===== src/rtl/mbist_pkg.sv =====
// Shared MBIST definitions: march element encoding, default widths and the
// background-word helper used by the address/compare datapath.
package mbist_pkg;

    typedef enum logic [1:0] {
        ElemW0 = 2'd0,
        ElemR0 = 2'd1,
        ElemW1 = 2'd2,
        ElemR1 = 2'd3
    } march_elem_e;

    localparam int unsigned DefAddrW = 4;
    localparam int unsigned DefDataW = 8;
    localparam int unsigned DefRdLat = 1;
    localparam int unsigned DefErrW  = 8;

    function automatic logic [DefDataW-1:0] bg_word(input logic bg_bit);
        return {DefDataW{bg_bit}};
    endfunction

endpackage


===== src/rtl/mbist_addr_ctr.sv =====
// Loadable up/down address counter with combinational terminal-count carry.
module mbist_addr_ctr
    import mbist_pkg::*;
#(
    parameter int unsigned ADDR_W = DefAddrW
) (
    input  logic              clk,
    input  logic              rst,
    input  logic              ctr_reset,
    input  logic              ctr_preset,
    input  logic              en,
    input  logic              up_down,
    output logic [ADDR_W-1:0] addr,
    output logic              carry
);

    logic [ADDR_W-1:0] addr_q, addr_d;

    always_comb begin
        addr_d = addr_q;
        if (ctr_reset) begin
            addr_d = '0;
        end else if (ctr_preset) begin
            addr_d = '1;
        end else if (en) begin
            addr_d = up_down ? addr_q + ADDR_W'(1) : addr_q - ADDR_W'(1);
        end
    end

    always_ff @(posedge clk or posedge rst) begin
        if (rst) begin
            addr_q <= '0;
        end else begin
            addr_q <= addr_d;
        end
    end

    // Raised during the last access of a pass so the controller steps on that edge.
    assign carry = en & ((up_down & (addr_q == '1)) | (!up_down & (addr_q == '0)));
    assign addr  = addr_q;

endmodule


===== src/rtl/mbist_addr_cmp.sv =====
// MBIST datapath: address generation, write/read enables, read-data compare
// pipeline and a first-fail log with a saturating error counter.
module mbist_addr_cmp
    import mbist_pkg::*;
#(
    parameter int unsigned ADDR_W = DefAddrW,
    parameter int unsigned DATA_W = DefDataW,
    parameter int unsigned RD_LAT = DefRdLat,
    parameter int unsigned ERR_W  = DefErrW
) (
    input  logic              clk,
    input  logic              rst,
    input  logic              ctr_reset,
    input  logic              ctr_preset,
    input  logic              en,
    input  logic              up_down,
    input  logic              read,
    input  logic              write,
    input  logic              data,
    output logic              carry,
    output logic [ADDR_W-1:0] mem_addr,
    output logic              mem_we,
    output logic              mem_re,
    output logic [DATA_W-1:0] mem_wdata,
    input  logic [DATA_W-1:0] mem_rdata,
    output logic              is_equal,
    input  logic              log_clr,
    output logic              fail_valid,
    output logic [ADDR_W-1:0] fail_addr,
    output logic [DATA_W-1:0] fail_exp,
    output logic [DATA_W-1:0] fail_got,
    output logic [ERR_W-1:0]  err_cnt
);

    logic [DATA_W-1:0] bg;
    logic [ADDR_W-1:0] addr;

    if (DATA_W == DefDataW) begin : g_pkg_bg
        assign bg = bg_word(data);
    end else begin : g_rep_bg
        assign bg = {DATA_W{data}};
    end

    mbist_addr_ctr #(
        .ADDR_W(ADDR_W)
    ) u_ctr (
        .clk       (clk),
        .rst       (rst),
        .ctr_reset (ctr_reset),
        .ctr_preset(ctr_preset),
        .en        (en),
        .up_down   (up_down),
        .addr      (addr),
        .carry     (carry)
    );

    assign mem_addr  = addr;
    assign mem_we    = en & write;
    assign mem_re    = en & read & !write;
    assign mem_wdata = bg;

    logic [RD_LAT-1:0]             pipe_valid_q;
    logic [RD_LAT-1:0][ADDR_W-1:0] pipe_addr_q;
    logic [RD_LAT-1:0][DATA_W-1:0] pipe_exp_q;

    // Counter loads leave this shift alone; only rst flushes in-flight reads.
    always_ff @(posedge clk or posedge rst) begin
        if (rst) begin
            pipe_valid_q <= '0;
            pipe_addr_q  <= '0;
            pipe_exp_q   <= '0;
        end else begin
            pipe_valid_q[0] <= mem_re;
            pipe_addr_q[0]  <= addr;
            pipe_exp_q[0]   <= bg;
            for (int unsigned i = 1; i < RD_LAT; i++) begin
                pipe_valid_q[i] <= pipe_valid_q[i-1];
                pipe_addr_q[i]  <= pipe_addr_q[i-1];
                pipe_exp_q[i]   <= pipe_exp_q[i-1];
            end
        end
    end

    logic              cmp_valid;
    logic [ADDR_W-1:0] cmp_addr;
    logic [DATA_W-1:0] cmp_exp;
    logic              mismatch;

    assign cmp_valid = pipe_valid_q[RD_LAT-1];
    assign cmp_addr  = pipe_addr_q[RD_LAT-1];
    assign cmp_exp   = pipe_exp_q[RD_LAT-1];
    // Select first so an idle, undriven read bus never reaches is_equal.
    assign mismatch  = cmp_valid ? (mem_rdata != cmp_exp) : 1'b0;
    assign is_equal  = !mismatch;

    logic              fail_valid_q, fail_valid_d;
    logic [ADDR_W-1:0] fail_addr_q, fail_addr_d;
    logic [DATA_W-1:0] fail_exp_q, fail_exp_d;
    logic [DATA_W-1:0] fail_got_q, fail_got_d;
    logic [ERR_W-1:0]  err_cnt_q, err_cnt_d;

    always_comb begin
        fail_valid_d = fail_valid_q;
        fail_addr_d  = fail_addr_q;
        fail_exp_d   = fail_exp_q;
        fail_got_d   = fail_got_q;
        err_cnt_d    = err_cnt_q;
        if (log_clr) begin
            fail_valid_d = 1'b0;
            fail_addr_d  = '0;
            fail_exp_d   = '0;
            fail_got_d   = '0;
            err_cnt_d    = '0;
        end else if (mismatch) begin
            if (err_cnt_q != '1) begin
                err_cnt_d = err_cnt_q + ERR_W'(1);
            end
            if (!fail_valid_q) begin
                fail_valid_d = 1'b1;
                fail_addr_d  = cmp_addr;
                fail_exp_d   = cmp_exp;
                fail_got_d   = mem_rdata;
            end
        end
    end

    always_ff @(posedge clk or posedge rst) begin
        if (rst) begin
            fail_valid_q <= 1'b0;
            fail_addr_q  <= '0;
            fail_exp_q   <= '0;
            fail_got_q   <= '0;
            err_cnt_q    <= '0;
        end else begin
            fail_valid_q <= fail_valid_d;
            fail_addr_q  <= fail_addr_d;
            fail_exp_q   <= fail_exp_d;
            fail_got_q   <= fail_got_d;
            err_cnt_q    <= err_cnt_d;
        end
    end

    assign fail_valid = fail_valid_q;
    assign fail_addr  = fail_addr_q;
    assign fail_exp   = fail_exp_q;
    assign fail_got   = fail_got_q;
    assign err_cnt    = err_cnt_q;

endmodule


===== config.mk =====
export PLATFORM = sky130hd
export DESIGN_NAME = mbist_addr_cmp
export DESIGN_NICKNAME = d
export VERILOG_FILES = /design/src/rtl/mbist_pkg.sv /design/src/rtl/mbist_addr_ctr.sv /design/src/rtl/mbist_addr_cmp.sv
export SDC_FILE = /design/constraint.sdc
export NUM_CORES = 1
export LEC_CHECK = 0
export CAP_MARGIN = 0
export CORE_MARGIN = 4
export CORE_UTILIZATION = 42
export CTS_BUF_LIST = sky130_fd_sc_hd__clkbuf_8
export DETAILED_ROUTE_END_ITERATION = 16
export GPL_TIMING_DRIVEN = 0
export PLACE_DENSITY = 0.79
export SLEW_MARGIN = 20
export SYNTH_ARGS = -nofsm -noshare
export SYNTH_HDL_FRONTEND = slang
export SYNTH_SLANG_ARGS = --single-unit

===== constraint.sdc =====
create_clock -name clk -period 1.7 [get_ports clk]
set_input_delay 0.34 -clock clk [delete_from_list [all_inputs] [get_ports clk]]
set_output_delay 0.34 -clock clk [all_outputs]
set_load 0.03 [all_outputs]

Word-level counts from Yosys, hierarchy flattened

Cells that the tools add are included.

Output and inout bits: 45
Flip-flop bits (word level): 39
Input bits: 18
Logic and storage cells: 51

Bitwise gates (word level): 7
$add $sub $neg: 3
Reductions and logical operators: 9
Muxes and demuxes: 19
Equal/unequal tests: 4

Operator list:

| cell                                              | count |
|---|---|
| 2-to-1 mux 8 bit                                  | 9 |
| 2-to-1 mux 4 bit                                  | 7 |
| adder 8 x 1 -> 8 bit (second input constant)      | 1 |
| inequality test 8 bit                             | 1 |
| inequality test 8 bit (second input constant)     | 1 |
| bitwise AND 1 bit                                 | 6 |
| adder 4 x 1 -> 4 bit (second input constant)      | 1 |
| equality test 4 bit (second input constant)       | 1 |
| logical NOT 4 bit                                 | 1 |
| AND reduction 2 bit                               | 2 |
| nonzero test 2 bit                                | 2 |
| subtractor 4 x 1 -> 4 bit (second input constant) | 1 |
| logical NOT 1 bit                                 | 3 |
| 2-to-1 mux 1 bit                                  | 3 |
| nonzero test 3 bit                                | 1 |
| inequality test 2 bit (second input constant)     | 1 |
| bitwise OR 1 bit                                  | 1 |

Longest topological paths before layout

Word-level depth: 5
Gate-level depth with buffers: 6
Depth with buffers taken out: 6

Cells and area by module

A second synthesis with hierarchy kept.

Cell total of the unflattened synthesis: 179
Area total of the unflattened synthesis: 1780.5 sq um

By module, submodules not included:

| module         | area an instance (sq um) | times used | cells each | seq. area each (sq um) |
|---|---|---|---|---|
| mbist_addr_cmp | 1447.6                   | 1          | 143        | 700.7 |
| mbist_addr_ctr | 332.8                    | 1          | 36         | 100.1 |

Worst setup path after synthesis

No wires, ideal clock.

Path kind: input -> output
Start: input mem_rdata[3]
End: output is_equal
Path buffers: 0
Stages: 4
Required time: 1360 ps
Arrival time: 1613 ps
Setup slack: -253 ps
Cell sequence: or4_4 > nor4_4 > nor2_1 > inv_1

Word-level cells in the longest chain between the ends: 3

Ends and longest elaborated chain:

| what                  | RTL line             | source |
|---|---|---|
| from (decl)           | mbist_addr_cmp.sv:25 | `input logic [DATA_W-1:0] mem_rdata,` |
| inequality test 8 bit | mbist_addr_cmp.sv:93 | `assign mismatch = cmp_valid ? (mem_rdata != cmp_exp) : 1'b0;` |
| 2-to-1 mux 1 bit      | mbist_addr_cmp.sv:93 |  |
| logical NOT 1 bit     | mbist_addr_cmp.sv:94 | `assign is_equal = !mismatch;` |
| to (decl)             | mbist_addr_cmp.sv:26 | `output logic is_equal,` |

Every way passes these cells.

Worst setup path after layout

Start: register u_ctr.addr_q[0] (netlist: u_ctr.addr[0])
End: output carry

Word-level cells in the longest chain between the ends: 4
Elaborated cells between the ends (all ways): 6
Those cells by class: eq/ne (1); bitwise (4); reduce/logical (1)

Ends and longest elaborated chain:

| what                                                            | RTL line             | source |
|---|---|---|
| from (decl)                                                     | mbist_addr_ctr.sv:17 | `logic [ADDR_W-1:0] addr_q, addr_d;` |
| from (signal assigned)                                          | mbist_addr_ctr.sv:34 | `addr_q <= addr_d;` |
| equality test 4 bit / logical NOT 4 bit (equally long branches) | mbist_addr_ctr.sv:39 | `assign carry = en & ((up_down & (addr_q == '1)) \| (!up_down & (addr_q == '0)));` |
| bitwise AND 1 bit                                               | mbist_addr_ctr.sv:39 |  |
| bitwise OR 1 bit (*)                                            | mbist_addr_ctr.sv:39 |  |
| bitwise AND 1 bit (*)                                           | mbist_addr_ctr.sv:39 |  |
| to (decl)                                                       | mbist_addr_cmp.sv:20 | `output logic carry,` |

Every way passes the cells marked *; elsewhere a longest branch is shown, timed or not.

==> qor.txt <==
Status -> complete, but fails checks
Failing checks -> negative setup slack
Crit. End Element -> output pin
Post-synthesis register bit count -> 32
Yosys Warn Count -> 0
Worst min path class -> in2reg
CTS tree -> yes
Reg clk slew, reported paths -> 0.07 ns
Gpl congestion -> 0.7462
Via count -> 1595
Max Cap Viol -> 0
Crit start category -> register
Leakage power -> 1.296 nW
Post-route DRC violation count -> 0
Final Hold Viols -> 0
Max-slew violation count -> 0
Synth cell types -> 37
Ant diodes -> 0
Clk_skew -> 0.005712 ns
Final WS setup -> -0.2581 ns
Crit path cell chain -> or4_4 > o21ai_2 > and2_4 > buf_6
Drt total wl -> 4163 um
Post-DP Area -> 2429 um2
CTS Buffer Depth -> 2
CTS Hold Bufs -> 0
All-Layer GR Usage -> 0.1647
Share of layout cells above drive strength 1 -> 0.2765
DIE WIDTH -> 72.70 um
Post-synthesis sequential area ratio -> 0.4555
Syn_area_per_cell -> 9.554 um2
Post-Syn Nets -> 206
Max VDD drop -> 416.9 uV
CTS buffer count -> 5
Placed Instances -> 294
Synthesized cell area -> 1758 um2
WP data arrival -> 1.62 ns
Worst setup path class -> reg2out
Global-route wire length before repair -> 6913 um
Die Area -> 5285 um2
Min Hold Slack -> 0.3355 ns
Final instance area -> 2663 um2
CTS root buffer -> clkbuf_8
Initial drt markers -> 117
Worst path required time -> 1.36 ns
Vert. Die Dim -> 72.70 um
Fill count -> 351
Register area -> 807.0 um2
Area of the multi-input gates -> 867.1 um2
Largest net degree at the start of global routing -> 33
Setup repair after global routing missed its margin -> yes
Routed WL per cell -> 13.26 um
Relative slew slack -> 0.5784
DR vias/cell -> 5.080
HPWL after DPL -> 2896 um
Initial Utilization -> 0.4363
Least-Margin Pin Slew -> 0.6314 ns
Vias in the first global route -> 1552
Post-route insts no fill -> 314
Final Total Pwr -> 1.910 mW
Insertion delay to the later sink of the worst-skew pair -> 0.28 ns
Fmax -> 0.5107 GHz
CP max stage delay -> 0.53 ns
Core ar. -> 4029 um2
P&R area growth vs syn -> 51.46%
Nets -> 285
Final min period -> 1.958 ns
Mapped Cells -> 184
Row count -> 23
DP Worst Slack -> -1.343 ns
DR pass1 iterations -> 4
Total power divided by cell area -> 717.5 nW/um2
Crit-path slowest cell -> or4_4
Most frequent cells in the layout -> nand2_1 (31), dlygate4sd2_1 (31), dfrtp_1 (27)
PortBufs -> 60
Final Cycle Share -> 1.152
Clock Sinks -> 32
H-tree Lvls -> 2
Initial antenna violation count -> 0
Final ANT Viol Nets -> 0
GR Overflow Total -> 0
Final setup vio count -> 2
Ports -> 63
Crit path max fanout -> 2
## routing by layer
| metal | share of wire | GRT usage | routed length [um] | up-vias |
|---|---|---|---|---|
| met5 | 0 | 0 | 0 | - |
| met4 | 0.016 | 0.06148 | 67 | 0 |
| met3 | 0.058 | 0.03306 | 243 | 6 |
| met2 | 0.49 | 0.2715 | 2050 | 50 |
| met1 | 0.43 | 0.2135 | 1803 | 754 |
| li1 | - | - | - | 785 |
## final cells by class
type | count | share of cell area
sequential | 32 | 0.3031
clock buffer | 5 | 0.02585
timing repair buffer | 72 | 0.2439
tap | 50 | 0.02350
inverter | 6 | 0.008459
clock inverter | 3 | 0.01598
multi-input combinational | 125 | 0.3257
buffer | 21 | 0.05357
## flip-flops by register name (all words and copies together), names as in the netlist
signal / flops
fail_exp: 1
cmp_exp: 1
fail_addr: 4
fail_valid: 1
cmp_addr: 4
err_cnt: 8
fail_got: 8
u_ctr.addr: 4
cmp_valid: 1
## critical path, delay by kind of cell (launching register included)
family / cells / cell delay, ns
compound gates: 1 / 0.12
simple gates: 2 / 0.68
buf+inv: 1 / 0.12
flops: 1 / 0.41
## cell usage after synthesis (all sizes together)
| cell type | n | area (um2) |
|---|---|---|
| buf | 16 | 123.9 |
| nor3 | 6 | 35.03 |
| a21o | 1 | 7.510 |
| mux2i | 12 | 120.1 |
| a311oi | 1 | 8.760 |
| nor2b | 6 | 37.54 |
| dfrtp | 32 | 800.8 |
| xnor2 | 1 | 8.760 |
| clkbuf | 5 | 18.77 |
| xor2 | 1 | 8.760 |
| or4 | 4 | 33.78 |
| o21ai | 5 | 25.02 |
| inv | 6 | 22.52 |
| a21oi | 5 | 25.02 |
| ha | 3 | 37.54 |
| o31ai | 2 | 20.02 |
| mux2 | 4 | 45.04 |
| or3 | 3 | 18.77 |
| nand4 | 4 | 25.02 |
| nor4 | 4 | 40.04 |
| a31oi | 2 | 12.51 |
| nor4b | 1 | 8.760 |
| nand3 | 6 | 30.03 |
| a211oi | 2 | 15.01 |
| and3 | 1 | 6.260 |
| fa | 1 | 20.02 |
| nand2 | 31 | 116.4 |
| o31a | 1 | 8.760 |
| and2 | 2 | 12.51 |
| nor2 | 15 | 56.30 |
| and4 | 1 | 8.760 |
## stage by stage
stage / utilization / setup TNS (ns)
after CTS: 0.6466 / -0.4174
after global routing: 0.6609 / -0.5189
after floorplan: - / -1.721
after detailed placement: 0.6028 / -22.28
final: 0.6609 / -0.4299
after global placement: 0.6028 / -24.21
## timing repair
| action | in CTS | in global routing |
|---|---|---|
| pin swaps | 10 | 2 |
| cloned | 1 | 0 |
| resized for setup | 83 | 18 |
| endpoints found under the hold margin | 0 | 0 |
| buffers inserted | 8 | 3 |
| setup endpoints to repair | 55 | 25 |
## path summary, 6_finish.rpt
kind / start / end / slack (ns) / cells past startpoint
worst min-delay path: mem_rdata[3] / fail_got[3] / 0.34 / 3
worst max register to register: cmp_exp[0] / err_cnt[4] / 0.05 / 5
max in group asynchronous: rst / fail_exp[6] / 0.79 / 2
min in group asynchronous: rst / err_cnt[2] / 0.46 / 2
worst max-delay path: u_ctr.addr[0] / carry / -0.26 / 4
worst min register to register: u_ctr.addr[2] / cmp_addr[2] / 0.46 / 0
## cells by family after synthesis
group | Yosys count | synth area share
multiplexers | 16 | 0.09395
AND/OR/NAND/NOR | 84 | 0.2441
adder cells (fa/ha/maj) | 4 | 0.03274
XOR/XNOR | 2 | 0.009966
buffers and inverters | 27 | 0.09395
AO/OA/AOI/OAI | 19 | 0.06975
flip-flops | 32 | 0.4555
## report_power, final
group,internal (mW),switching (mW)
combinational,0.159,0.218
clock,0.433,0.275
sequential,0.796,0.0295
Power figures use the tool's default switching activity.
